`config.mk`:
```
export PLATFORM = sky130hd
export DESIGN_NAME = arith_unwind
export DESIGN_NICKNAME = d
export VERILOG_FILES = /design/src/rtl/arith_unwind_pkg.sv /design/src/rtl/arith_unwind_step.sv /design/src/rtl/arith_unwind.sv
export SDC_FILE = /design/constraint.sdc
export NUM_CORES = 1
export LEC_CHECK = 0
export ABC_AREA = 1
export ABC_CLOCK_PERIOD_IN_PS = 3700
export CELL_PAD_IN_SITES_DETAIL_PLACEMENT = 0
export CELL_PAD_IN_SITES_GLOBAL_PLACEMENT = 1
export CORE_MARGIN = 4
export CORE_UTILIZATION = 36
export DETAILED_ROUTE_END_ITERATION = 8
export GPL_TIMING_DRIVEN = 0
export PLACE_DENSITY_LB_ADDON = 0.1
export REMOVE_ABC_BUFFERS = 1
export SYNTH_ARGS = -nofsm -noshare
export SYNTH_HDL_FRONTEND = slang
export SYNTH_HIERARCHICAL = 1
export SYNTH_SLANG_ARGS = --single-unit
```
`constraint.sdc`:
```
create_clock -name clk -period 3.7 [get_ports clk]
set_input_delay 0.555 -clock clk [delete_from_list [all_inputs] [get_ports clk]]
set_output_delay 0.555 -clock clk [all_outputs]
set_load 0.05 [all_outputs]
```
`src/rtl/arith_unwind_pkg.sv`:
```
// Shared types and constants for the x/y accumulation loop
// and its reverse stepper (state enum, datapath defaults, origin).
package arith_unwind_pkg;

  localparam int WIDTH_DEF = 15;
  localparam int YMAX_DEF  = 200;

  // Origin of the forward accumulator; shared with it.
  localparam int X_INIT = 1;
  localparam int Y_INIT = 0;

  typedef enum logic [1:0] {
    IDLE,
    RUN,
    DONE
  } state_t;

endpackage

```
`src/rtl/arith_unwind_step.sv`:
```
// One backward step of the accumulation loop (combinational).
// in: x, y   out: x_next, y_next, at_origin, underflow
module arith_unwind_step
  import arith_unwind_pkg::*;
#(
  parameter int WIDTH = WIDTH_DEF
) (
  input  logic [WIDTH-1:0] x,
  input  logic [WIDTH-1:0] y,
  output logic [WIDTH-1:0] x_next,
  output logic [WIDTH-1:0] y_next,
  output logic             at_origin,
  output logic             underflow
);

  logic [WIDTH-1:0] d;

  // Forward step added the old y (now y-1) to x.
  assign d         = y - WIDTH'(1);
  assign x_next    = x - d;
  assign y_next    = d;
  assign at_origin = (x == WIDTH'(X_INIT))
                   && (y == WIDTH'(Y_INIT));
  // Only meaningful when y != 0; d is then borrow-free.
  assign underflow = (y != WIDTH'(Y_INIT)) && (x < d);

endmodule

```
`src/rtl/arith_unwind.sv`:
```
// Reverse stepper: unwinds a captured (x, y) back to the origin.
// in: clk, rst, load, x_in, y_in, selector
// out: x, y, busy, done, ok, err_range, err_underflow
module arith_unwind
  import arith_unwind_pkg::*;
#(
  parameter int WIDTH = WIDTH_DEF,
  parameter int YMAX  = YMAX_DEF
) (
  input  logic             clk,
  input  logic             rst,
  input  logic             load,
  input  logic [WIDTH-1:0] x_in,
  input  logic [WIDTH-1:0] y_in,
  input  logic             selector,
  output logic [WIDTH-1:0] x,
  output logic [WIDTH-1:0] y,
  output logic             busy,
  output logic             done,
  output logic             ok,
  output logic             err_range,
  output logic             err_underflow
);

  localparam logic [WIDTH-1:0] YMAX_W = WIDTH'(YMAX);

  state_t state;
  state_t nxt;

  logic [WIDTH-1:0] x_r;
  logic [WIDTH-1:0] y_r;
  logic             ok_r;
  logic             erng_r;
  logic             eund_r;

  logic [WIDTH-1:0] x_nxt;
  logic [WIDTH-1:0] y_nxt;
  logic             at_origin;
  logic             uflow;

  logic y_zero;
  logic range_bad;
  logic accept;
  logic stepping;

  arith_unwind_step #(
    .WIDTH(WIDTH)
  ) u_step (
    .x        (x_r),
    .y        (y_r),
    .x_next   (x_nxt),
    .y_next   (y_nxt),
    .at_origin(at_origin),
    .underflow(uflow)
  );

  assign y_zero    = (y_r == WIDTH'(Y_INIT));
  assign range_bad = (y_in > YMAX_W);
  assign accept    = load && (state != RUN);
  assign stepping  = (state == RUN) && selector;

  always_ff @(posedge clk or negedge rst) begin
    if (!rst) state <= IDLE;
    else      state <= nxt;
  end

  always_comb begin
    nxt = state;
    unique case (state)
      IDLE,
      DONE: begin
        if (load) nxt = range_bad ? DONE : RUN;
      end
      RUN: begin
        if (selector && (y_zero || uflow))
          nxt = DONE;
      end
      default: nxt = IDLE;
    endcase
  end

  always_ff @(posedge clk or negedge rst) begin
    if (!rst) begin
      x_r    <= WIDTH'(X_INIT);
      y_r    <= WIDTH'(Y_INIT);
      ok_r   <= 1'b0;
      erng_r <= 1'b0;
      eund_r <= 1'b0;
    end else if (accept) begin
      x_r    <= x_in;
      y_r    <= y_in;
      ok_r   <= 1'b0;
      erng_r <= range_bad;
      eund_r <= 1'b0;
    end else if (stepping) begin
      if (y_zero) begin
        ok_r <= at_origin;
      end else if (uflow) begin
        // Keep the pre-step pair for inspection.
        eund_r <= 1'b1;
      end else begin
        x_r <= x_nxt;
        y_r <= y_nxt;
      end
    end
  end

  always_comb begin
    busy          = (state == RUN);
    done          = (state == DONE);
    ok            = done && ok_r;
    err_range     = done && erng_r;
    err_underflow = done && eund_r;
    x             = x_r;
    y             = y_r;
  end

endmodule

```
After elaboration in Yosys (flattened, before gate mapping). Cells that the tools add are included.

Add/sub/neg operators: 2. Magnitude comparators: 2. Equal/unequal tests: 8. Multiplexer cells: 19. Reductions and logical operators: 20.

Operators by type and width (number): 15-bit 2-to-1 mux (8); 15-bit by 1-bit == test with 1-bit output, second input constant (1); 15-bit by 8-bit > comparator with 1-bit output, second input constant (1); 15-bit logical NOT (1); 15-bit < comparator (1); 15-bit nonzero test (1); 15-bit by 1-bit subtractor with 15-bit output, second input constant (1); 15-bit subtractor (1); 1-bit logical AND (8); 2-bit by 1-bit != test with 1-bit output, second input constant (4); 1-bit 2-to-1 mux (7); 2-bit 2-to-1 mux (3); 3-bit AND reduction (2); 2-bit nonzero test (3); 2-bit one-hot mux with 2 select lines (1); 2-bit AND reduction (2); 2-bit by 1-bit == test with 1-bit output, second input constant (1); 2-bit == test, second input constant (1); 2-bit logical NOT (1); 2-bit != test, second input constant (1); 2-bit OR reduction (1); 1-bit logical OR (1).

Bits in registers: 35. Input port bits: 34. Output and inout bits: 35. Word-level logic and storage cells: 57.

Logic depth before layout (Yosys ltp).
Depth after elaboration: 7. Gate-level depth with buffers: 21. Depth with buffers taken out: 21.

Modules after synthesis. Netlist, hierarchy kept.

By module, submodules not included: arith_unwind (times used 1, cells an instance 254, area an instance 1998.2 µm², seq. area each 877.1 µm²); arith_unwind_step (times used 1, cells an instance 280, area an instance 1387.6 µm², seq. area each 0.0 µm²).

Worst setup path after synthesis. Ideal clock, no wire load.

Path type: register to register. Start: register y_r[0] (netlist: y[0]). End: register y_r[9] (netlist: y[9]). Library setup time: 119 ps. Arrival: 2977 ps. Required time: 3581 ps. Setup slack: 604 ps. Cell stages (with the launch flop): 20. Path buffers: 1. Period minus slack after synthesis: 3096 ps. Cells stage by stage: dfrtp_1 -> inv_1 -> ha_1 -> nand2_1 -> xor2_1 -> ha_1 -> nand2_1 -> inv_1 -> nand4_1 -> nand3_1 -> nand3_1 -> nand2_2 -> nand3_1 -> nand3_1 -> nor2_1 -> inv_1 -> nand4_4 -> buf_2 -> nand3_1 -> nand2_1.

Longest elaborated chain between the ends: 5. Elaborated cells between the ends (all ways): 12. Those cells by class: add/sub (1); order compare (1); eq/ne (2); mux (4); reduce/logical (4).

RTL lines: start: declaration (RTL line arith_unwind.sv:31) `logic [WIDTH-1:0] y_r;`; start signal: assignment (RTL line arith_unwind.sv:85) `y_r <= WIDTH'(Y_INIT);`; start signal: assignment (RTL line arith_unwind.sv:91) `y_r <= y_in;`; start signal: assignment (RTL line arith_unwind.sv:103) `y_r <= y_nxt;`; 15-bit by 1-bit subtractor with 15-bit output (RTL line arith_unwind_step.sv:19) `assign d = y - WIDTH'(1);`; net y_nxt[0] (RTL line arith_unwind.sv:37) `logic [WIDTH-1:0] y_nxt;`; 15-bit < comparator (RTL line arith_unwind_step.sv:25) `assign underflow = (y != WIDTH'(Y_INIT)) && (x < d);`; 1-bit logical AND (RTL line arith_unwind_step.sv:25); net uflow (RTL line arith_unwind.sv:39) `logic uflow;`; 2-bit by 1-bit != test with 1-bit output (no line); 3-bit AND reduction (no line).

The timed path passes the listed nets, and every way through them passes these cells. The select of a mux whose other input is x is not followed. A chain may end at the register's enable or synchronous reset.

Worst setup path in the final report.
Start: register y_r[0] (netlist: y[0]). End: register y_r[6] (netlist: y[6]).

The elaborated chain is that of the path after synthesis.

==> metrics.csv <==
stage;metric;value;unit
grt;initial antenna violation count;0;
timing;Final Skew;0.0130;ns
pwr;power density cells;643;nW/um^2
clock_network;clk slew on worst S/H paths;0.08;ns
timing;setup TNS;0;ns
logic_synthesis;Main synth FF type;dfrtp_1;
floorplanning;Row Count;35;
floorplanning;Core Footprint;9200;um^2
floorplanning;die area;11000;um^2
logic_synthesis;Post-synth top cells;nand2_1 (194), nand3_1 (74), inv_1 (65);
logic_synthesis;largest area contributor in the netlist;dfrtp_1;
detailed_routing;Avg Vias per Cell;4.94;
grt;vias in the first global route;3430;
layout;Filler cells;1012;
timing;crit share post-route;92.7;%
detailed_routing;Detailed Routing Iterations Pass 1;4;
min_path;HP Class;in2async;
worst_setup_path;Worst R2R Path Depth;19;
detailed_routing;vias;3531;
clock_network;worst skew pair latency;0.30;ns
status;status;finished clean;
worst_setup_path;WS Path Type;reg2reg;
timing;final-report max-slew violation count;0;
clock_network;clock root buffer;clkbuf_8;
worst_setup_path;crit-path max FO;7;
grt;gr ovfl total;0;
layout;final net count;645;
logic_synthesis;top-count cell post-synth;nand2_1;
clock_network;TritonCTS Buffers;5;
grt;pin count of the biggest net entering global routing;73;
logic_synthesis;Synth Register Bits;35;
timing;unrepaired setup endpoints after global routing;false;
layout;Final Cell Area;4280;um^2
layout;# diodes;0;
detailed_routing;Final ANT Viol Nets;0;
floorplanning;Die W;105;um
layout;share of cells above drive strength 1;9.11;%
logic_synthesis;ys async rst share;100;%
detailed_routing;wirelength, routed;10.8;mm
place;HPWL after DPL;7.67;mm
clock_network;hold_buf cts;0;
timing;Tightest Pin Transition;0.890;ns
detailed_routing;Initial DRC Count;222;
grt;GR Util All Layers;19.3;%
place;gpl congestion;0.827;
worst_setup_path;crit start category;flop;
timing;worst rel slew slack;40.7;%
logic_synthesis;Mapped Area;3390;um^2
timing;Hold WS;0.194;ns
timing;Hold Fails Final Rpt;0;
logic_synthesis;Netlist cell types;37;
pwr;Leakage;2.20;nW
floorplanning;# IOs;69;
layout;Layout area overhead;26.5;%
grt;global-route wire length before repair;17.2;mm
worst_setup_path;crit path capture type;flop;
timing;Fmax;291;MHz
job;max cap viols;0;
place;IO buf count;68;
logic_synthesis;top cell type's share of synthesized area;25.1;%
logic_synthesis;yosys warns;6;
detailed_routing;DR WL/cell;15.0;um
floorplanning;initial core utilization;36.8;%
clock_network;H-tree levels;2;
clock_network;clock buffer depth;2;
timing;post-layout minimum cycle time;3.43;ns
worst_setup_path;arrival time worst endpoint;3.61;ns
floorplanning;Die Y-Extent;105;um
detailed_routing;number of remaining DRC errors;0;
clock_network;clock sink total;35;
logic_synthesis;register area share after synthesis;25.9;%
logic_synthesis;Post-synth EDFFs;0;
logic_synthesis;Post-Synthesis Cells;534;
logic_synthesis;syn_area_per_cell;6.34;um^2
timing;endpoints failing setup;0;
worst_setup_path;Worst Path Required;3.88;ns
place;area of placed instances;4130;um^2
clock_network;TritonCTS clock tree;built;
worst_setup_path;R2R Setup Slk;0.27;ns
pwr;Peak VDD IR;308;uV
logic_synthesis;ranking of synthesized cells by area;dfrtp_1 (25%), nand2_1 (22%), nand3_1 (11%), inv_1 (7.2%), nor2_1 (4.9%);
[per-stage QoR]
| stage | setup WS [ns] | total power (W) | util, % | instances |
|---|---|---|---|---|
| 2_1_floorplan | 0.396 | 0.00193 | - | 522 |
| 3_3_place_gp | -0.226 | 0.00242 | 44.7 | 701 |
| 3_5_place_dp | -0.276 | 0.00245 | 44.9 | 702 |
| 4_1_cts | 0.000435 | 0.00277 | 46.0 | 711 |
| 5_1_grt | 0.0176 | 0.00299 | 46.6 | 715 |
| 6_report | 0.268 | 0.00276 | 46.6 | 715 |
[worst paths after layout]
check,end,startpoint
max reg2reg,y[6],y[0]
min,y[6],rst
max in group asynchronous,x[14],rst
max,y[6],y[0]
min in group clk,state[1],state[1]
min reg2reg,state[1],state[1]
[logic make-up after synthesis]
group           synth area share, %
compound gates                 4.73
simple gates                   46.6
xor+xnor                       2.85
buf+inv                        10.1
flops                          25.9
mux                            6.65
fa+ha+maj                      3.18
[sequential cells by signal (all words and copies together), names as in the netlist]
register,count
erng_r,1
state,2
eund_r,1
x,15
ok_r,1
y,15
[layout make-up]
cell class                 instances  area [um^2]  area share (%)
inverter                          67          251            5.87
sequential                        35          877            20.5
clock buffer                       7         76.3            1.78
multi-input combinational        422         2220            51.8
tap                              111          139            3.24
timing repair buffer              72          718            16.8
clock inverter                     1         5.00           0.117
[report_power, final]
| group | total, W | internal [W] | switching (W) |
|---|---|---|---|
| Clock | 0.000293 | 0.000133 | 0.000160 |
| Sequential | 0.000643 | 0.000478 | 0.000165 |
| Combinational | 0.00182 | 0.000659 | 0.00116 |
[worst max-delay path: stages, from the launching register on]
cell and delay, ns:
dfrtp_1 0.43, inv_2 0.17, ha_1 0.25, nand2_1 0.14, xor2_1 0.18, ha_1 0.37, nand2_1 0.07, inv_1 0.06
nand4_1 0.08, nand3_1 0.17, nand3_1 0.12, nand2_2 0.12, nand3_1 0.09, nand3_1 0.13, nor2_1 0.08, inv_2 0.16
nand4_4 0.26, buf_4 0.27, nand3_1 0.07, nand2_1 0.08
[timing repair]
action	4_1_cts	5_1_grt
pin swaps	1	2
gates cloned	1	1
resized for setup	1	4
buffers inserted	0	3
setup endpoints to repair	30	30
[cell usage in the layout, fill, tap and decap left out, types with 3 or more instances in the layout]
cell type,n
nand2_1,194
nand3_1,74
clkdlybuf4s50_1,67
inv_1,63
nor2_1,44
dfrtp_1,34
nand2_2,13
mux2_1,13
o21ai_0,12
xor2_1,9
nand4_1,7
mux2_2,7
nor2_2,7
ha_1,7
a21oi_1,5
clkbuf_8,5
inv_2,4
o21ai_1,3
buf_4,3
nand3_2,3
[layer usage]
| layer | vias up | global-route usage [%] | wire, um |
|---|---|---|---|
| met3 | 11 | 2.59 | 499 |
| met1 | 1605 | 27.2 | 5170 |
| li1 | 1837 | - | - |
| met4 | 0 | 5.06 | 170 |
| met2 | 78 | 31.1 | 4920 |
| met5 | - | 0 | 0 |
(Power assumes the default switching activity.)
